<file path="src/rtl/spi_pframe_pkg.sv">
// Shared types and helpers for the parametrised SPI frame slave: FSM state encoding,
// command codes and the odd-parity helper used by the SPI_SLAVE_PARITY_EN build.
package spi_pframe_pkg;

  typedef enum logic [2:0] {
    StIdle,
    StChkCmd,
    StWrite,
    StReadAdd,
    StReadDataRx,
    StReadDataWait,
    StReadDataTx
  } state_e;

  localparam logic [1:0] CMD_WR_ADDR = 2'b00;
  localparam logic [1:0] CMD_WR_DATA = 2'b01;
  localparam logic [1:0] CMD_RD_ADDR = 2'b10;
  localparam logic [1:0] CMD_RD_DATA = 2'b11;

  // Widest vector the parity helper accepts; callers zero-extend, which leaves parity unchanged.
  localparam int unsigned ParMaxW = 64;

  // Bit that makes the total count of ones (vector plus this bit) odd.
  function automatic logic odd_parity(input logic [ParMaxW-1:0] v);
    return ~(^v);
  endfunction

endpackage

</file>
<file path="src/rtl/spi_shift_ctr.sv">
// Loadable down-counter paired with an MSB-first shift register; the frame slave uses one
// instance for frame capture and one for read-data serialisation.
module spi_shift_ctr #(
  parameter int unsigned Width = 10,
  parameter int unsigned CntW  = 4
) (
  input  logic             clk,
  input  logic             rst,
  input  logic             cnt_clr,
  input  logic             cnt_load,
  input  logic [CntW-1:0]  cnt_val,
  input  logic             cnt_dec,
  input  logic             data_load,
  input  logic [Width-1:0] data_val,
  input  logic             data_shift,
  input  logic             din,
  output logic [Width-1:0] data,
  output logic [CntW-1:0]  cnt
);

  logic [CntW-1:0]  cnt_q, cnt_d;
  logic [Width-1:0] data_q, data_d;

  always_comb begin
    cnt_d = cnt_q;
    if (cnt_clr) begin
      cnt_d = '0;
    end else if (cnt_load) begin
      cnt_d = cnt_val;
    end else if (cnt_dec) begin
      cnt_d = cnt_q - CntW'(1);
    end
  end

  always_comb begin
    data_d = data_q;
    if (data_load) begin
      data_d = data_val;
    end else if (data_shift) begin
      data_d = {data_q[Width-2:0], din};
    end
  end

  always_ff @(posedge clk) begin
    if (rst) begin
      cnt_q  <= '0;
      data_q <= '0;
    end else begin
      cnt_q  <= cnt_d;
      data_q <= data_d;
    end
  end

  assign data = data_q;
  assign cnt  = cnt_q;

endmodule

</file>
<file path="src/rtl/spi_slave_pframe.sv">
// SPI frame slave for the single-port-RAM subsystem: 2-bit command + DATA_W payload frames,
// read-data handshake and abort detection. Define SPI_SLAVE_PARITY_EN for odd-parity framing.
module spi_slave_pframe
  import spi_pframe_pkg::*;
#(
  parameter int unsigned DATA_W = 8,
  localparam int unsigned FRAME_W = DATA_W + 2,
  localparam int unsigned CNT_W = $clog2(DATA_W + 4)
) (
  input  logic               clk,
  input  logic               rst,
  input  logic               ss_n,
  input  logic               mosi,
  output logic               miso,
  output logic [FRAME_W-1:0] rx_data,
  output logic               rx_valid,
  input  logic [DATA_W-1:0]  tx_data,
  input  logic               tx_valid,
  output logic               tx_ready,
  output logic               busy,
  output logic               frame_err
);

`ifdef SPI_SLAVE_PARITY_EN
  localparam int unsigned ParW = 1;
`else
  localparam int unsigned ParW = 0;
`endif
  localparam int unsigned RxLen = FRAME_W + ParW;
  localparam int unsigned TxW   = DATA_W + ParW;

  state_e cs_q, cs_d;
  logic   sel_q, sel_d;
  logic   seen_q, seen_d;
  logic   rx_valid_q, rx_valid_d;
  logic   frame_err_q, frame_err_d;

  logic               ctr_clr;
  logic               rx_cnt_load, rx_cnt_dec, rx_shift;
  logic               tx_load, tx_shift;
  logic [FRAME_W-1:0] rx_sr;
  logic [CNT_W-1:0]   rx_cnt, tx_cnt;
  logic [TxW-1:0]     tx_sr, tx_load_val;
  logic               rx_busy, rx_last, tx_busy, tx_last;
  logic [1:0]         rx_cmd;
  logic               rx_shift_ok, rx_par_ok, rx_sel_ok;
  logic               unused_tx_sr;

  assign rx_busy = (rx_cnt != '0);
  assign rx_last = (rx_cnt == CNT_W'(1));
  assign tx_busy = (tx_cnt != '0);
  assign tx_last = (tx_cnt == CNT_W'(1));

`ifdef SPI_SLAVE_PARITY_EN
  // Final edge carries the parity bit, which is checked but never shifted into rx_data.
  assign rx_shift_ok = !rx_last;
  assign rx_cmd      = rx_sr[FRAME_W-1 -: 2];
  assign rx_par_ok   = (mosi == odd_parity(ParMaxW'(rx_sr)));
  assign tx_load_val = {tx_data, odd_parity(ParMaxW'(tx_data))};
`else
  // Checked on the last-bit edge, before the final shift has moved cmd into the top bits.
  assign rx_shift_ok = 1'b1;
  assign rx_cmd      = rx_sr[FRAME_W-2 -: 2];
  assign rx_par_ok   = 1'b1;
  assign tx_load_val = tx_data;
`endif

  assign rx_sel_ok = (((rx_cmd == CMD_RD_ADDR) || (rx_cmd == CMD_RD_DATA)) == sel_q);

  always_comb begin
    cs_d        = cs_q;
    sel_d       = sel_q;
    seen_d      = seen_q;
    rx_valid_d  = 1'b0;
    frame_err_d = 1'b0;
    ctr_clr     = 1'b0;
    rx_cnt_load = 1'b0;
    rx_cnt_dec  = 1'b0;
    rx_shift    = 1'b0;
    tx_load     = 1'b0;
    tx_shift    = 1'b0;
    if (ss_n && (cs_q != StIdle)) begin
      cs_d    = StIdle;
      ctr_clr = 1'b1;
      unique case (cs_q)
        StChkCmd, StReadDataWait:         frame_err_d = 1'b1;
        StWrite, StReadAdd, StReadDataRx: frame_err_d = rx_busy;
        StReadDataTx:                     frame_err_d = tx_busy;
        default:                          frame_err_d = 1'b0;
      endcase
    end else begin
      unique case (cs_q)
        StIdle: begin
          if (!ss_n) cs_d = StChkCmd;
        end
        StChkCmd: begin
          sel_d       = mosi;
          rx_cnt_load = 1'b1;
          if (!mosi) begin
            cs_d = StWrite;
          end else if (seen_q) begin
            cs_d = StReadDataRx;
          end else begin
            cs_d = StReadAdd;
          end
        end
        StWrite, StReadAdd, StReadDataRx: begin
          if (rx_busy) begin
            rx_cnt_dec = 1'b1;
            rx_shift   = rx_shift_ok;
            if (rx_last) begin
              if (rx_sel_ok && rx_par_ok) begin
                rx_valid_d = 1'b1;
                if (cs_q == StReadAdd) seen_d = 1'b1;
                if (cs_q == StReadDataRx) cs_d = StReadDataWait;
              end else begin
                frame_err_d = 1'b1;
              end
            end
          end
        end
        StReadDataWait: begin
          if (tx_valid && tx_ready) begin
            tx_load = 1'b1;
            cs_d    = StReadDataTx;
          end
        end
        StReadDataTx: begin
          if (tx_busy) begin
            tx_shift = 1'b1;
            if (tx_last) seen_d = 1'b0;
          end
        end
        default: cs_d = StIdle;
      endcase
    end
  end

  always_ff @(posedge clk) begin
    if (rst) begin
      cs_q        <= StIdle;
      sel_q       <= 1'b0;
      seen_q      <= 1'b0;
      rx_valid_q  <= 1'b0;
      frame_err_q <= 1'b0;
    end else begin
      cs_q        <= cs_d;
      sel_q       <= sel_d;
      seen_q      <= seen_d;
      rx_valid_q  <= rx_valid_d;
      frame_err_q <= frame_err_d;
    end
  end

  spi_shift_ctr #(
    .Width (FRAME_W),
    .CntW  (CNT_W)
  ) u_rx (
    .clk        (clk),
    .rst        (rst),
    .cnt_clr    (ctr_clr),
    .cnt_load   (rx_cnt_load),
    .cnt_val    (CNT_W'(RxLen)),
    .cnt_dec    (rx_cnt_dec),
    .data_load  (1'b0),
    .data_val   ('0),
    .data_shift (rx_shift),
    .din        (mosi),
    .data       (rx_sr),
    .cnt        (rx_cnt)
  );

  spi_shift_ctr #(
    .Width (TxW),
    .CntW  (CNT_W)
  ) u_tx (
    .clk        (clk),
    .rst        (rst),
    .cnt_clr    (ctr_clr),
    .cnt_load   (tx_load),
    .cnt_val    (CNT_W'(TxW)),
    .cnt_dec    (tx_shift),
    .data_load  (tx_load),
    .data_val   (tx_load_val),
    .data_shift (tx_shift),
    .din        (1'b0),
    .data       (tx_sr),
    .cnt        (tx_cnt)
  );

  assign unused_tx_sr = ^tx_sr[TxW-2:0];

  assign miso      = (cs_q == StReadDataTx) && tx_busy && tx_sr[TxW-1];
  assign rx_data   = rx_sr;
  assign rx_valid  = rx_valid_q;
  assign frame_err = frame_err_q;
  assign tx_ready  = (cs_q == StReadDataWait) && !ss_n;
  assign busy      = (cs_q != StIdle);

endmodule

</file>
<file path="config.mk">
export PLATFORM = sky130hd
export DESIGN_NAME = spi_slave_pframe
export DESIGN_NICKNAME = d
export VERILOG_FILES = /design/src/rtl/spi_pframe_pkg.sv /design/src/rtl/spi_shift_ctr.sv /design/src/rtl/spi_slave_pframe.sv
export SDC_FILE = /design/constraint.sdc
export NUM_CORES = 1
export LEC_CHECK = 0
export CORE_AREA = 2 2 83 77
export CTS_CLUSTER_SIZE = 16
export DETAILED_ROUTE_END_ITERATION = 8
export DIE_AREA = 0 0 85 79
export PLACE_DENSITY = 0.59
export SKIP_CTS_REPAIR_TIMING = 1
export SYNTH_ARGS = -nofsm -noshare
export SYNTH_HDL_FRONTEND = slang
export SYNTH_SLANG_ARGS = --single-unit
</file>
<file path="constraint.sdc">
create_clock -name clk -period 1.8 [get_ports clk]
set_clock_uncertainty 0.1 [all_clocks]
set_input_delay 0.18 -clock clk [delete_from_list [all_inputs] [get_ports clk]]
set_output_delay 0.18 -clock clk [all_outputs]
set_load 0.01 [all_outputs]
</file>
Word-level counts from Yosys, hierarchy flattened. Cells that the tools add are included.

Bits of input ports: 13. Register bits after elaboration: 33. Output and inout bits: 15. Logic and storage cells: 103.

Mux-type cells: 41. Reductions and logical operators: 24. $add $sub $neg: 2. Equality and inequality tests: 20. Bitwise operators: 5.

Operators by type and width (count): $mux 1 (24); $mux 3 (8); $ne 2x2->1 const B (9); $mux 4 (4); $mux 8 (2); $pmux 3 s5 (1); $eq 3x3->1 const B (3); $reduce_or 3->1 (3); $eq 4x1->1 const B (2); $reduce_and 8->1 (1); $reduce_bool 4->1 (2); $sub 4x1->4 const B (2); $reduce_and 7->1 (1); $eq 3x2->1 const B (2); $reduce_bool 2->1 (3); $reduce_or 2->1 (3); $logic_and 1x1->1 (5); $not 1->1 (5); $reduce_or 5->1 (1); $eq 2x2->1 const B (2); $eq 3x1->1 const B (1); $logic_not 3->1 (1); $pmux 1 s3 (1); $reduce_bool 3->1 (1); other kinds (5) (5).

Logic depth before layout (Yosys ltp).
Word-level depth: 8. Depth in mapped cells: 7. Gate-level depth less buffers: 6.

Hierarchy. A second synthesis with hierarchy kept.

Cells, all modules: 189. Area total of the unflattened synthesis: 1776.7 um^2.

By module, submodules not included: spi_shift_ctr (u_rx) (cells an instance 68, times used 1, area an instance 685.7 um^2, seq. area each 280.3 um^2); spi_shift_ctr (u_tx) (cells an instance 59, times used 1, area an instance 590.6 um^2, seq. area each 240.2 um^2); spi_slave_pframe (cells an instance 62, times used 1, area an instance 500.5 um^2, seq. area each 140.1 um^2).

Worst setup path after synthesis. Ideal clock, no wire load.

Path kind: reg-to-reg. Start point: register u_rx.cnt_q[0] (netlist: u_rx.cnt[0]). End point: register cs_q[0]. Buffers on the path: 0. Clock period less this slack: 1.973 ns. Setup time: 0.116 ns. Cell stages (with the launch flop): 7. Data required time: 1.584 ns. Arrival time: 1.757 ns. Slack: -0.173 ns. Cells stage by stage: dfxtp_1 inv_1 ha_1 or4b_1 nor3_1 o32ai_1 a31o_1.

Word-level cells in the longest chain between the ends: 3. Elaborated cells on any way between the ends: 5. Those cells by class: eq/ne (3); reduce/logical (2).

Ends and longest elaborated chain: start, declared (RTL line spi_shift_ctr.sv:21) `logic [CntW-1:0] cnt_q, cnt_d;`; start signal, assigned (RTL line spi_shift_ctr.sv:49) `cnt_q <= cnt_d;`; $eq 4x1->1 / $reduce_bool 4->1 (equally long branches) (RTL line spi_slave_pframe.sv:50, spi_slave_pframe.sv:49); $ne 2x2->1 (no source line); $reduce_and 7->1 (no source line) *; end signal, assigned (RTL line spi_slave_pframe.sv:141) `cs_q <= StIdle;`; end signal, assigned (RTL line spi_slave_pframe.sv:147) `cs_q <= cs_d;`; end, declared (RTL line spi_slave_pframe.sv:32) `state_e cs_q, cs_d;`.

Every way passes the cells marked *; elsewhere a longest branch is shown, timed or not. A chain may end at the register's enable or synchronous reset.

Worst setup path after layout. Ends and elaborated chain as after synthesis.

==> metrics.txt <==
# TYPE chip_impl_metric gauge
chip_impl_metric{name="synthMuxAreaShare",unit="%"} 7.34
chip_impl_metric{name="postSynthNetCount",unit=""} 204
chip_impl_metric{name="place_congestion",unit=""} 0.899
chip_impl_info{name="status",value="finished with violations"} 1
chip_impl_metric{name="post_synth_and_or_nand_nor_area_fraction",unit="%"} 22.4
chip_impl_info{name="worstSetupEndpointType",value="flop"} 1
chip_impl_info{name="top_signal_layer_used",value="met4"} 1
chip_impl_metric{name="routed_length_per_placed_instance",unit="um"} 13.4
chip_impl_metric{name="worst-endpoint-arrival",unit="ns"} 1.98
chip_impl_info{name="hp-class",value="in2reg"} 1
chip_impl_metric{name="finalMaxSlewViolations",unit=""} 0
chip_impl_metric{name="num-nets-final",unit=""} 256
chip_impl_metric{name="critical_path.max_stage_delay",unit="ns"} 0.56
chip_impl_info{name="critPathCapture",value="cs_q[0]"} 1
chip_impl_info{name="tritoncts",value="done"} 1
chip_impl_metric{name="placement.cell_area",unit="sq mm"} 0.00218
chip_impl_info{name="startpoint",value="u_rx.cnt[0]"} 1
chip_impl_metric{name="stdcell_count",unit=""} 312
chip_impl_metric{name="die_outline_area",unit="sq mm"} 0.00672
chip_impl_metric{name="register_bit_count_reported_by_yosys",unit=""} 33
chip_impl_metric{name="first_global_vias",unit=""} 1477
chip_impl_metric{name="clk_latency",unit="ns"} 0.29
chip_impl_metric{name="critical_path_buf_inv_count",unit=""} 1
chip_impl_metric{name="die_y",unit="um"} 79
chip_impl_metric{name="p_clk_share",unit="%"} 31.1
chip_impl_metric{name="power_report.internal_total",unit="mW"} 1.58
chip_impl_metric{name="leakagePower",unit="nW"} 0.894
chip_impl_metric{name="cts.clk_slew.worst_paths",unit="ns"} 0.08
chip_impl_metric{name="min_period_over_period",unit="%"} 106
chip_impl_metric{name="min_period",unit="ns"} 1.90
chip_impl_metric{name="grt_start_max_net_pins",unit=""} 24
chip_impl_metric{name="core-area",unit="sq mm"} 0.00591
chip_impl_info{name="cts_root_buffer",value="clkbuf_8"} 1
chip_impl_metric{name="diode_count",unit=""} 0
chip_impl_metric{name="totalNegativeSetupSlack",unit="ns"} -0.229
chip_impl_metric{name="wirelength_met1",unit="um"} 2130
chip_impl_metric{name="met2RoutedLength",unit="um"} 1890
chip_impl_metric{name="critical_path_cell_count",unit=""} 6
chip_impl_metric{name="syn_area_per_cell",unit="sq um"} 8.75
chip_impl_metric{name="switching_power",unit="mW"} 0.720
chip_impl_metric{name="sequential_cell_area",unit="sq um"} 666
chip_impl_metric{name="slew_headroom",unit="%"} 51.9
chip_impl_metric{name="grt_overflow",unit=""} 0
chip_impl_metric{name="utilization",unit="%"} 41.0
chip_impl_metric{name="hold_ws",unit="ns"} 0.358
chip_impl_metric{name="route.vias.total",unit=""} 1528
chip_impl_metric{name="drt_pre_antenna_iters",unit=""} 4
chip_impl_metric{name="drt_first_iter_violations",unit=""} 89
chip_impl_info{name="timing_worst_setup_path_type",value="reg2reg"} 1
chip_impl_info{name="worst_r2r_startpoint",value="u_rx.cnt[0]"} 1
chip_impl_metric{name="htreeDepth",unit=""} 2
chip_impl_metric{name="timing.reg2reg.worst_path_depth",unit=""} 6
chip_impl_metric{name="initial_utilization",unit="%"} 27.7
chip_impl_info{name="ys.flop_type",value="dfxtp_1"} 1
chip_impl_info{name="failing_checks",value="setup timing"} 1
chip_impl_metric{name="setup_viol",unit=""} 5
chip_impl_metric{name="worstMarginPinSlew",unit="ns"} 0.715
chip_impl_metric{name="antenna_left",unit=""} 0
chip_impl_metric{name="synth_edf_count",unit=""} 0
chip_impl_metric{name="worst-endpoint-required",unit="ns"} 1.88
chip_impl_metric{name="power.share.combinational",unit="%"} 33.2
chip_impl_metric{name="synth-async-reset-ratio",unit="%"} 0
chip_impl_metric{name="proportion_of_power_drawn_by_flip_flops_and_latches",unit="%"} 35.7
chip_impl_metric{name="netlist_instances",unit=""} 187
chip_impl_metric{name="yosys.cell_types.count",unit=""} 47
chip_impl_metric{name="peakVddDrop",unit="mV"} 0.571
chip_impl_info{name="slowest_cell_on_crit_path",value="or4b_4"} 1
chip_impl_metric{name="setup_slack",unit="ns"} -0.103
chip_impl_metric{name="chipWidth",unit="um"} 85
chip_impl_metric{name="met3WireLength",unit="um"} 155
chip_impl_metric{name="numCtsBuffers",unit=""} 5
chip_impl_metric{name="clock_path_buffers",unit=""} 2
chip_impl_metric{name="maxCapViolations",unit=""} 0
chip_impl_metric{name="synth_compound_area_share",unit="%"} 19.3
chip_impl_metric{name="total_number_of_yosys_warnings",unit=""} 0
chip_impl_metric{name="filler_cell_count",unit=""} 585
chip_impl_info{name="crit_path_start_kind",value="flop"} 1
chip_impl_metric{name="pre_cts_slack",unit="ns"} -0.103
chip_impl_metric{name="cellPowerDensity",unit="mW/mm^2"} 948
chip_impl_metric{name="detail_route.drc_violations",unit=""} 0
chip_impl_metric{name="total_power",unit="mW"} 2.30
chip_impl_metric{name="design.portCount",unit=""} 28
chip_impl_metric{name="placement_rows",unit=""} 27
chip_impl_info{name="timing.critical_path.max_delay_family",value="simple AND/OR/NAND/NOR gates"} 1
chip_impl_metric{name="global_route_wire_length_before_repair",unit="um"} 6840
chip_impl_metric{name="post_route_cells_drive_above_1_share",unit="%"} 25.8
chip_impl_metric{name="swShare",unit="%"} 31.3
chip_impl_metric{name="multi_input_combinational_cell_area",unit="sq um"} 982
chip_impl_info{name="reg2reg_to",value="cs_q[0]"} 1
chip_impl_metric{name="hold_viol",unit=""} 0
chip_impl_metric{name="post_synth_xor_area_fraction",unit="%"} 2.14
chip_impl_metric{name="grt_antenna_before_repair",unit=""} 0
chip_impl_metric{name="globalRouteTotalUtil",unit="%"} 12.5
chip_impl_metric{name="synth-seq-area-share",unit="%"} 40.4
chip_impl_metric{name="routed_wl",unit="um"} 4190
chip_impl_metric{name="cts.sinks",unit=""} 33
chip_impl_metric{name="regToRegSetupSlack",unit="ns"} -0.10
chip_impl_metric{name="io_buffer_count",unit=""} 27
chip_impl_info{name="rsz0062_at_grt",value="true"} 1
chip_impl_metric{name="numPlacedInstances",unit=""} 301
chip_impl_metric{name="crit_path_max_fanout",unit=""} 4
chip_impl_metric{name="vias_per_cell",unit=""} 4.90
chip_impl_info{name="synth_top_family_by_area",value="simple AND/OR/NAND/NOR gates"} 1
chip_impl_metric{name="layout-area-overhead-vs-synth",unit="%"} 48.2
chip_impl_metric{name="synthAdderAreaFrac",unit="%"} 3.06
chip_impl_metric{name="post_detailed_placement_half_perimeter_wirelength",unit="um"} 2900
chip_impl_metric{name="final_cell_area",unit="sq mm"} 0.00243
chip_impl_metric{name="mapped_cell_area",unit="sq mm"} 0.00164
chip_impl_info{name="cell_chain_critical_path",value="inv_2, ha_4, or4b_4, nor3_4, o32ai_2, a31o_1"} 1
chip_impl_metric{name="fmaxAchievable",unit="MHz"} 526
area by class of cell:
type	instances	area share, %
clock buffers	5	2.84
clock inverters	3	1.91
inverters	8	1.34
multi-input cells	134	40.5
flip-flops and latches	33	27.4
well taps	72	3.71
repair buffers	57	22.3
worst min-delay path, delay by kind of cell:
| family | cells | cell delay, ns |
|---|---|---|
| AOI/OAI and AO/OA | 1 | 0.05 |
| buffers and inverters | 1 | 0.41 |
| and+or+nand+nor | 1 | 0.06 |
registers in the layout, indices dropped and copies added, names as in the netlist:
register / flops
cs_q: 3
u_tx.cnt: 4
sel_q: 1
u_rx.cnt: 4
frame_err: 1
rx_valid: 1
u_rx.data: 10
seen_q: 1
u_tx.data: 8
power by group through the flow:
stage          registers [mW]  clock network, mW  logic [mW]
5_1_grt                 0.825              0.762       0.828
6_report                0.820              0.716       0.764
3_3_place_gp            0.831                  0       0.670
4_1_cts                 0.813              0.739       0.675
3_5_place_dp            0.830                  0       0.673
2_1_floorplan           0.824                  0       0.379
cell usage in the layout, fill, tap and decap left out, types with 2 or more instances in the layout:
master and instances:
a2111oi_2 2, a211oi_1 2, a211oi_2 2, a21o_1 2
a21oi_1 12, a22oi_1 4, a311oi_1 3, buf_4 26
buf_6 2, clkbuf_8 5, clkdlybuf4s50_1 24, dfxtp_1 29
dfxtp_2 4, dlymetal6s2s_1 3, ha_1 3, inv_1 6
mux2i_1 12, nand2_1 11, nand2b_1 3, nand3_1 9
nand3b_1 2, nor2_1 19, nor2b_1 3, nor3_1 11
nor3_2 2, xnor2_1 3
cells by family (layout without fill, tap and decap cells):
| family | Yosys count | count (layout) |
|---|---|---|
| fa+ha+maj | 4 | 4 |
| simple gates | 72 | 72 |
| xor+xnor | 4 | 4 |
| flops | 33 | 33 |
| buf+inv | 20 | 73 |
| mux | 12 | 12 |
| compound gates | 42 | 42 |
Yosys cell counts, drive strengths merged, types with 3 or more instances:
cell | n | area [sq um]
nand3 | 9 | 45.0
a211oi | 5 | 55.1
inv | 8 | 30.0
nand2b | 4 | 25.0
nand2 | 11 | 41.3
dfxtp | 33 | 661
buf | 6 | 36.3
xnor2 | 3 | 26.3
a311oi | 3 | 26.3
a21oi | 12 | 60.1
nor2 | 19 | 71.3
a22oi | 4 | 30.0
clkbuf | 6 | 22.5
nor2b | 3 | 18.8
mux2i | 12 | 120
nor3 | 14 | 70.1
ha | 4 | 50.1
worst min-delay path by stage:
stage,start,end,slack (ns),cells past startpoint
floorplan,tx_data[0],u_tx.data[0],0.22,2
global placement,u_tx.data[6],u_tx.data[6],0.36,2
detailed placement,u_tx.data[0],u_tx.data[0],0.36,2
CTS,tx_data[0],u_tx.data[0],0.35,3
global route,u_tx.data[6],u_tx.data[6],0.39,2
finish,tx_data[0],u_tx.data[0],0.36,3
per-layer routing:
layer / global-route usage, % / up-vias
met4: 3.33 / 0
met5: 0 / -
met2: 18.3 / 32
met1: 17.8 / 715
li1: - / 779
met3: 3.74 / 2
Power figures use the tool's default switching activity.
